--- config.mk ---
export PLATFORM = sky130hd
export DESIGN_NAME = ddrdll_code_ctrl
export DESIGN_NICKNAME = d
export VERILOG_FILES = /design/src/rtl/ddrdll_ctrl_pkg.sv /design/src/rtl/ddrdll_lock_filt.sv /design/src/rtl/ddrdll_code_ctrl.sv
export SDC_FILE = /design/constraint.sdc
export NUM_CORES = 1
export LEC_CHECK = 0
export BUFFER_PORTS_ARGS = -buffer_cell sky130_fd_sc_hd__buf_2
export CAP_MARGIN = 20
export CORE_ASPECT_RATIO = 0.5
export CORE_MARGIN = 2
export CORE_UTILIZATION = 35
export DETAILED_ROUTE_END_ITERATION = 12
export PLACE_DENSITY_LB_ADDON = 0.12
export SETUP_SLACK_MARGIN = 0.02
export SLEW_MARGIN = 30
export SYNTH_ARGS = -nofsm -noshare
export SYNTH_HDL_FRONTEND = slang
export SYNTH_SLANG_ARGS = --single-unit
export TNS_END_PERCENT = 1
--- constraint.sdc ---
create_clock -name clk_i -period 1.5 [get_ports clk_i]
set_input_delay 0.3 -clock clk_i [delete_from_list [all_inputs] [get_ports clk_i]]
set_output_delay 0.3 -clock clk_i [all_outputs]
set_load 0.01 [all_outputs]
--- src/rtl/ddrdll_ctrl_pkg.sv ---
// Shared types and default parameter values for the DDRDLL code controller.
package ddrdll_ctrl_pkg;

    typedef enum logic [2:0] {
        LOCK_WAIT = 3'd0,
        IDLE      = 3'd1,
        FREEZE    = 3'd2,
        SAMPLE    = 3'd3,
        RELEASE   = 3'd4
    } state_e;

    localparam int DEF_CODE_W       = 9;
    localparam int DEF_LOCK_FILT    = 16;
    localparam int DEF_UPD_INTERVAL = 1024;
    localparam int DEF_FREEZE_SETUP = 4;
    localparam int DEF_MAX_STEP     = 8;

endpackage

--- src/rtl/ddrdll_lock_filt.sv ---
// Lock qualifier: counts consecutive high samples of the DLL lock, saturating at LOCK_FILT.
module ddrdll_lock_filt
    import ddrdll_ctrl_pkg::*;
#(
    parameter int LOCK_FILT = DEF_LOCK_FILT
) (
    input  logic clk_i,
    input  logic rstn_i,
    input  logic lock_i,
    output logic qual_pulse_o,
    output logic qual_lvl_o
);

    localparam int CNT_W = $clog2(LOCK_FILT + 1);
    localparam logic [CNT_W-1:0] CNT_MAX  = CNT_W'(LOCK_FILT);
    localparam logic [CNT_W-1:0] CNT_LAST = CNT_W'(LOCK_FILT - 1);

    logic [CNT_W-1:0] cnt_q, cnt_d;
    logic             lvl_q, lvl_d;

    // Run-length count of lock; any low sample restarts qualification.
    always_comb begin
        cnt_d = cnt_q;
        lvl_d = lvl_q;
        if (!lock_i) begin
            cnt_d = {CNT_W{1'b0}};
            lvl_d = 1'b0;
        end else if (cnt_q == CNT_MAX) begin
            cnt_d = cnt_q;
            lvl_d = 1'b1;
        end else begin
            cnt_d = cnt_q + CNT_W'(1);
            lvl_d = (cnt_q == CNT_LAST);
        end
    end

    // Counter and level registers.
    always_ff @(posedge clk_i) begin
        if (!rstn_i) begin
            cnt_q <= {CNT_W{1'b0}};
            lvl_q <= 1'b0;
        end else begin
            cnt_q <= cnt_d;
            lvl_q <= lvl_d;
        end
    end

    assign qual_pulse_o = lock_i & (cnt_q == CNT_LAST);
    assign qual_lvl_o   = lvl_q;

endmodule

--- src/rtl/ddrdll_code_ctrl.sv ---
// DDRDLL code controller: lock qualify, periodic freeze/sample, held code to delay lines.
// Optional step-limit check on sampled codes is enabled by DDRDLL_CODE_STEP_CHECK_EN.
module ddrdll_code_ctrl
    import ddrdll_ctrl_pkg::*;
#(
    parameter int CODE_W       = DEF_CODE_W,
    parameter int LOCK_FILT    = DEF_LOCK_FILT,
    parameter int UPD_INTERVAL = DEF_UPD_INTERVAL,
    parameter int FREEZE_SETUP = DEF_FREEZE_SETUP,
    parameter int MAX_STEP     = DEF_MAX_STEP
) (
    input  logic              clk_i,
    input  logic              rstn_i,
    input  logic              dll_lock_i,
    input  logic [CODE_W-1:0] dll_code_i,
    input  logic              upd_req_i,
    input  logic              bus_idle_i,
    output logic              freeze_o,
    output logic              uddcntln_o,
    output logic [CODE_W-1:0] code_o,
    output logic              code_valid_o,
    output logic              locked_o,
    output logic              upd_done_o,
    output logic              step_err_o
);

    localparam int TMR_W  = $clog2(UPD_INTERVAL + 1);
    localparam int FCNT_W = $clog2(FREEZE_SETUP + 1);
    localparam logic [TMR_W-1:0]  TMR_MAX   = TMR_W'(UPD_INTERVAL);
    localparam logic [TMR_W-1:0]  TMR_LAST  = TMR_W'(UPD_INTERVAL - 1);
    localparam logic [FCNT_W-1:0] FCNT_LAST = FCNT_W'(FREEZE_SETUP - 1);

    if (CODE_W < 1 || LOCK_FILT < 1 || UPD_INTERVAL < 1 || FREEZE_SETUP < 1 || MAX_STEP < 0) begin : g_bad_param
        $error("ddrdll_code_ctrl: illegal parameter value");
    end

    state_e              state_q, state_d;
    logic [TMR_W-1:0]    tmr_q, tmr_d;
    logic [FCNT_W-1:0]   fcnt_q, fcnt_d;
    logic                pend_q, pend_d;
    logic                freeze_q, freeze_d;
    logic                udd_q, udd_d;
    logic [CODE_W-1:0]   code_q, code_d;
    logic                valid_q, valid_d;
    logic                done_q, done_d;
    logic                qual_pulse_s, qual_lvl_s;
    logic                lock_lost_s, expire_s, pend_s, go_s, accept_s;

    ddrdll_lock_filt #(.LOCK_FILT(LOCK_FILT)) u_lock_filt (
        .clk_i        (clk_i),
        .rstn_i       (rstn_i),
        .lock_i       (dll_lock_i),
        .qual_pulse_o (qual_pulse_s),
        .qual_lvl_o   (qual_lvl_s)
    );

    assign lock_lost_s = (state_q != LOCK_WAIT) & ~dll_lock_i;
    // Timer counts IDLE cycles already spent, so the current cycle completes the interval.
    assign expire_s    = (tmr_q >= TMR_LAST);
    assign pend_s      = pend_q | expire_s | upd_req_i;
    assign go_s        = pend_s & bus_idle_i;

    // FSM state register.
    always_ff @(posedge clk_i) begin
        if (!rstn_i) begin
            state_q <= LOCK_WAIT;
        end else begin
            state_q <= state_d;
        end
    end

    // FSM next-state logic, including the freeze setup counter.
    always_comb begin
        state_d = state_q;
        fcnt_d  = {FCNT_W{1'b0}};
        if (lock_lost_s) begin
            state_d = LOCK_WAIT;
        end else begin
            case (state_q)
                LOCK_WAIT: if (qual_pulse_s) state_d = IDLE;    else state_d = LOCK_WAIT;
                IDLE:      if (go_s)         state_d = FREEZE;  else state_d = IDLE;
                FREEZE: begin
                    if (fcnt_q == FCNT_LAST) begin
                        state_d = SAMPLE;
                    end else begin
                        state_d = FREEZE;
                        fcnt_d  = fcnt_q + FCNT_W'(1);
                    end
                end
                SAMPLE:    state_d = RELEASE;
                RELEASE:   state_d = IDLE;
                default:   state_d = LOCK_WAIT;
            endcase
        end
    end

    // Update scheduling: interval timer and pending request.
    always_comb begin
        tmr_d  = {TMR_W{1'b0}};
        pend_d = pend_q;
        if (lock_lost_s) begin
            pend_d = 1'b0;
        end else begin
            case (state_q)
                LOCK_WAIT: pend_d = qual_pulse_s;
                IDLE: begin
                    if (go_s) begin
                        pend_d = 1'b0;
                    end else begin
                        pend_d = pend_s;
                        if (tmr_q == TMR_MAX) tmr_d = tmr_q; else tmr_d = tmr_q + TMR_W'(1);
                    end
                end
                FREEZE, SAMPLE, RELEASE: pend_d = pend_q | upd_req_i;
                default: pend_d = 1'b0;
            endcase
        end
    end

    // Registered outputs decoded from the next state so they align with it.
    always_comb begin
        freeze_d = 1'b0;
        udd_d    = 1'b1;
        done_d   = 1'b0;
        valid_d  = valid_q;
        code_d   = code_q;
        case (state_d)
            LOCK_WAIT: valid_d = 1'b0;
            IDLE:      valid_d = valid_q;
            FREEZE:    freeze_d = 1'b1;
            SAMPLE: begin
                freeze_d = 1'b1;
                udd_d    = 1'b0;
            end
            RELEASE: begin
                done_d  = 1'b1;
                valid_d = 1'b1;
                if (accept_s) code_d = dll_code_i; else code_d = code_q;
            end
            default: valid_d = 1'b0;
        endcase
    end

    // Datapath and output registers.
    always_ff @(posedge clk_i) begin
        if (!rstn_i) begin
            tmr_q    <= {TMR_W{1'b0}};
            fcnt_q   <= {FCNT_W{1'b0}};
            pend_q   <= 1'b0;
            freeze_q <= 1'b0;
            udd_q    <= 1'b1;
            code_q   <= {CODE_W{1'b0}};
            valid_q  <= 1'b0;
            done_q   <= 1'b0;
        end else begin
            tmr_q    <= tmr_d;
            fcnt_q   <= fcnt_d;
            pend_q   <= pend_d;
            freeze_q <= freeze_d;
            udd_q    <= udd_d;
            code_q   <= code_d;
            valid_q  <= valid_d;
            done_q   <= done_d;
        end
    end

`ifdef DDRDLL_CODE_STEP_CHECK_EN
    localparam int DIFF_W = CODE_W + 1;

    logic [DIFF_W-1:0] diff_s;
    logic              first_q, first_d;
    logic              step_err_q, step_err_d;

    assign diff_s   = (dll_code_i >= code_q) ? ({1'b0, dll_code_i} - {1'b0, code_q})
                                             : ({1'b0, code_q} - {1'b0, dll_code_i});
    assign accept_s = first_q | (diff_s <= DIFF_W'(MAX_STEP));

    // The first sample after any (re)lock is trusted unconditionally.
    always_comb begin
        first_d    = first_q;
        step_err_d = step_err_q;
        if (state_d == LOCK_WAIT) begin
            first_d = 1'b1;
        end else if (state_d == RELEASE) begin
            first_d    = 1'b0;
            step_err_d = step_err_q | ~accept_s;
        end else begin
            first_d    = first_q;
            step_err_d = step_err_q;
        end
    end

    // Step-check registers; the error flag is sticky until reset.
    always_ff @(posedge clk_i) begin
        if (!rstn_i) begin
            first_q    <= 1'b1;
            step_err_q <= 1'b0;
        end else begin
            first_q    <= first_d;
            step_err_q <= step_err_d;
        end
    end

    assign step_err_o = step_err_q;
`else
    assign accept_s   = 1'b1;
    assign step_err_o = 1'b0;
`endif

    assign freeze_o     = freeze_q;
    assign uddcntln_o   = udd_q;
    assign code_o       = code_q;
    assign code_valid_o = valid_q;
    assign locked_o     = qual_lvl_s;
    assign upd_done_o   = done_q;

endmodule

* Word-level counts from Yosys, hierarchy flattened *
Index checks and enable logic that the tools add are counted.
Widths: inputs -> output; s select.

word-level totals
  bits in registers = 37
  input bits = 14
  output and inout port bits = 15
  logic and storage cells = 58

cells by class
  add/subtract/negate cells = 3
  $lt $le $gt $ge = 1
  equal/unequal tests = 12
  mux-type cells = 12
  bitwise operators = 10
  reduce and logical (&&, ||, !) cells = 9

operator list
  cell                   number
  $eq 3x2->1 const B     5
  $pmux 3 s5             1
  $add 11x1->11 const B  1
  $eq 11x11->1 const B   1
  $ge 11x10->1 const B   1
  $reduce_or 4->1        2
  $mux 1                 7
  $eq 3x1->1 const B     2
  $eq 3x3->1 const B     2
  $reduce_or 3->1        2
  $add 5x1->5 const B    1
  $eq 5x4->1 const B     1
  $eq 5x5->1 const B     1
  $not 1->1              4
  $reduce_or 2->1        2
  $add 3x1->3 const B    1
  $and 1x1->1            3
  $logic_not 3->1        1
  $mux 3                 1
  $or 1x1->1             3
  $pmux 1 s3             1
  $reduce_bool 3->1      1
  $mux 2                 1
  $pmux 1 s2             1
  $reduce_and 2->1       1

* Logic depth before layout (Yosys ltp) *
  depth in word-level cells = 10
  gate-level depth with buffers = 7
  mapped depth without buffers = 7

* Hierarchy *
From an unflattened synthesis, not the netlist that was laid out.

second synthesis, totals
  cells, all modules = 186
  area, all modules = 1730.4 µm²

by module, submodules not included
  module            instances  cells an instance  area each (µm²)  sequential area each (µm²)
  ddrdll_code_ctrl  1          154                1405.1           620.6
  ddrdll_lock_filt  1          32                 325.3            120.1

* Worst setup path before layout *
No wires, ideal clock.

  path kind = reg2reg
  from = register tmr_q[0]
  to = register tmr_q[2]
  library setup time = 73 ps
  arrival time = 1370 ps
  data required time = 1427 ps
  path slack = 57 ps
  stages on the path, launching flop included = 6
  buffers on the path = 0
  period minus slack after synthesis = 1443 ps
  path through = dfxtp_1 > ha_1 > a21o_2 > a41oi_4 > o2111ai_2 > a21oi_1

on the way
  word-level cells in the longest chain between the ends = 5
  elaborated cells on any way between the ends = 7
  those cells by class = add/sub (1); order compare (1); eq/ne (1); bitwise (3); reduce/logical (1)

ends and longest elaborated chain
  what                       line                     RTL
  from (decl)                ddrdll_code_ctrl.sv:38   logic [TMR_W-1:0] tmr_q, tmr_d;
  from (signal assigned)     ddrdll_code_ctrl.sv:147  tmr_q <= {TMR_W{1'b0}};
  from (signal assigned)     ddrdll_code_ctrl.sv:156  tmr_q <= tmr_d;
  $ge 11x10->1               ddrdll_code_ctrl.sv:59   assign expire_s = (tmr_q >= TMR_LAST);
  $or 1x1->1 (2 in a row)    ddrdll_code_ctrl.sv:60   assign pend_s = pend_q | expire_s | upd_req_i;
  $and 1x1->1                ddrdll_code_ctrl.sv:61   assign go_s = pend_s & bus_idle_i;
  $reduce_or 4->1 (no line)  n/a

Several ways; a longest one is shown, not always the timed one.
A chain may end at the register's enable or synchronous reset.

* Worst setup path after layout *
  from = register tmr_q[1]
  to = register tmr_q[8]

Same word-level chain as after synthesis.

==> results.txt <==
Status = finished clean
Comb pwr share = 4.3%
Mapped cell area = 1660 sq um
F_max = 675 MHz
Port bufs = 27
Hold Path Origin = bus_idle_i
R2R Path End = tmr_q[8]
Psw = 0.423 mW
Max Slew Vio Count = 0
RD Place Congestion = 0.820
DR WL met3 = 149 um
Horiz. Die Dim = 102 um
Crit path capture type = register
Synth-to-layout area growth = 34.1%
Root buffer cell = clkbuf_8
First-pass GRT wire length = 5600 um
Initial antenna violation count = 0
FF+latch count, synth = 37
Seq. cell area = 749 sq um
Core area = 4490 sq um
Reg2reg setup slack = 0.02 ns
Share of post-route cells with drive strength above 1 = 34.6%
Worst r2r src = tmr_q[1]
Htree depth = 2
Uppermost layer routed = met4
Hold Crit Class = in -> reg
Met1 Wirelength = 1750 um
DRC Markers = 0
P per Cell Area = 872 nW/um^2
Synth Warn # = 0
Clock slew at the register clock pins of the worst setup and hold paths = 0.08 ns
Antenna-violating nets left = 0
Nets = 251
Cts bufs inserted = 5
R2R depth = 5
Cells after Synth = 183
Sequential area share after synthesis = 44.5%
Die area = 5360 sq um
Total track usage = 13.8%
Final Cycle Share = 98.8%
Commonest cells in the netlist = dfxtp_1, nand2_1, nor2_1, a21boi_0, inv_1
Synth area leader = dfxtp_1
Drt total wl = 3540 um
Largest stage delay, worst path = 0.37 ns
Crit path kind = reg -> reg
Minimum clock period = 1.48 ns
Critical path peak fanout = 5
Final setup TNS = 0 ns
First-pass DRT Iterations = 4
Crit path from = tmr_q[1]
Flop pwr share = 50.6%
TritonCTS clock tree = done
Synthesized area per cell = 9.09 sq um
Number of global-route vias before repair = 1229
Detailed Route Iter0 Violations = 57
Multi-input logic area = 942 sq um
Ys async rst share = 0%
Cell variety after synth = 42
Post-synth net total = 204
EDFF count, synth = 0
Ys flop type = dfxtp_1
Final setup viols = 0
Via density = 4.56
Hold EP = freeze_o
Sw Share = 21.7%
Internal = 1.52 mW
# fillers = 441
Final Hold Fails = 0
Via count = 1355
IO Pins = 29
Met2 WL = 1580 um
Top cell type's share of synthesized area = 44.5%
Starting Density = 37.1%
Max-Cap Viols = 0
Final hold slack = 0.237 ns
Clk sinks = 37
Peak supply drop = 0.472 mV
Slowest cell on the critical path = dfxtp_4
Wirelength per Cell = 11.9 um
Worst hold stages = 2
P_leak = 0.880 nW
Die height = 52.8 um
Most frequent cell after synthesis = dfxtp_1
RSZ-0062 raised after global routing = true
Skew final = 0.00590 ns
Main area contributors after synthesis = dfxtp_1, nand2_1, ha_1
GRT overflow = 0
HPWL Detailed = 2430 um
Final Util = 49.7%
Longest Clk Path Bufs = 2
Std cell rows = 17
Worst EP required = 1.70 ns
ANT cells = 0
Clock power frac = 45.1%
Startpoint Class = register
Largest net degree at the start of global routing = 14
CP arrival = 1.68 ns
CP Cell Sequence = ha_4 > a21o_4 > a41oi_4 > o21ai_4 > nor4_2
Worst-skew pair later-pin latency = 0.29 ns
per-layer routing:
metal  GRT usage (%)  up-vias
met5               0        -
met4            5.63        0
met3            4.93        5
met2            21.1       22
met1            17.7      613
li1                -      715
what timing repair did:
item	in CTS	in global routing
gates cloned	0	0
pin swaps	3	13
hold buffers	0	0
setup buffers	0	4
setup endpoints to repair	11	16
gates resized for setup	1	26
cell families (layout without fill, tap and decap cells):
family	after synthesis	count (layout)	share of synthesized area, %
buffers and inverters	17	65	4.51
adder cells (fa/ha/maj)	7	7	5.26
AND/OR/NAND/NOR	77	77	23.8
AO/OA/AOI/OAI	31	31	14.8
flip-flops	37	37	44.5
XOR/XNOR	12	12	6.32
other	1	1	0.225
multiplexers	1	1	0.602
registers in the layout, indices dropped and copies added (netlist names):
signal,flops
fcnt_q,3
freeze_o,1
tmr_q,11
pend_q,1
u_lock_filt.cnt_q,5
state_q,3
uddcntln_o,1
code_valid_o,1
code_o,9
u_lock_filt.qual_lvl_o,1
upd_done_o,1
critical path: cells and delay by family (launching register included):
family / cells / cell delay, ns
AO/OA/AOI/OAI: 3 / 0.63
flip-flops: 1 / 0.37
AND/OR/NAND/NOR: 1 / 0.24
adder cells (fa/ha/maj): 1 / 0.16
power by group through the flow:
stage	registers, mW	clock network [mW]	logic, mW
2_1_floorplan	1.01	0	0.0352
5_1_grt	0.984	0.933	0.0931
6_report	0.984	0.878	0.0841
3_5_place_dp	1.01	0	0.0750
3_3_place_gp	1.01	0	0.0748
4_1_cts	0.985	0.899	0.0776
worst max path at each step:
stage | cells past startpoint | slack (ns) | to
floorplan | 5 | 0.06 | tmr_q[2]
global placement | 4 | 0.03 | tmr_q[3]
detailed placement | 5 | -0.02 | tmr_q[2]
CTS | 5 | -0.01 | tmr_q[8]
global route | 5 | -0.06 | tmr_q[4]
finish | 5 | 0.02 | tmr_q[8]
per-stage QoR:
| step | total power, mW | instances | setup WS (ns) | cell area (sq um) |
|---|---|---|---|---|
| floorplan | 1.04 | 183 | 0.0569 | 1660 |
| global placement | 1.08 | 285 | 0.0286 | 1980 |
| detailed placement | 1.08 | 285 | -0.0240 | 1980 |
| CTS | 1.96 | 293 | -0.0125 | 2110 |
| global route | 2.01 | 297 | -0.0567 | 2230 |
| finish | 1.95 | 297 | 0.0181 | 2230 |
final cells by class:
| cell class | count | area share, % |
|---|---|---|
| timing repair buffer | 48 | 13.8 |
| tap | 66 | 3.70 |
| clock buffer | 5 | 3.08 |
| clock inverter | 3 | 2.07 |
| multi-input combinational | 129 | 42.2 |
| sequential | 37 | 33.6 |
| inverter | 9 | 1.51 |
layout by cell type (no fill, tap or decap), types with 6 or more instances in the layout:
cell type,count
xor2_1,8
nand3_1,6
nand2_1,24
nor2_1,18
buf_2,27
inv_1,9
dfxtp_1,32
a21oi_1,6
buf_4,19
a21boi_0,9
Power figures use the tool's default switching activity.
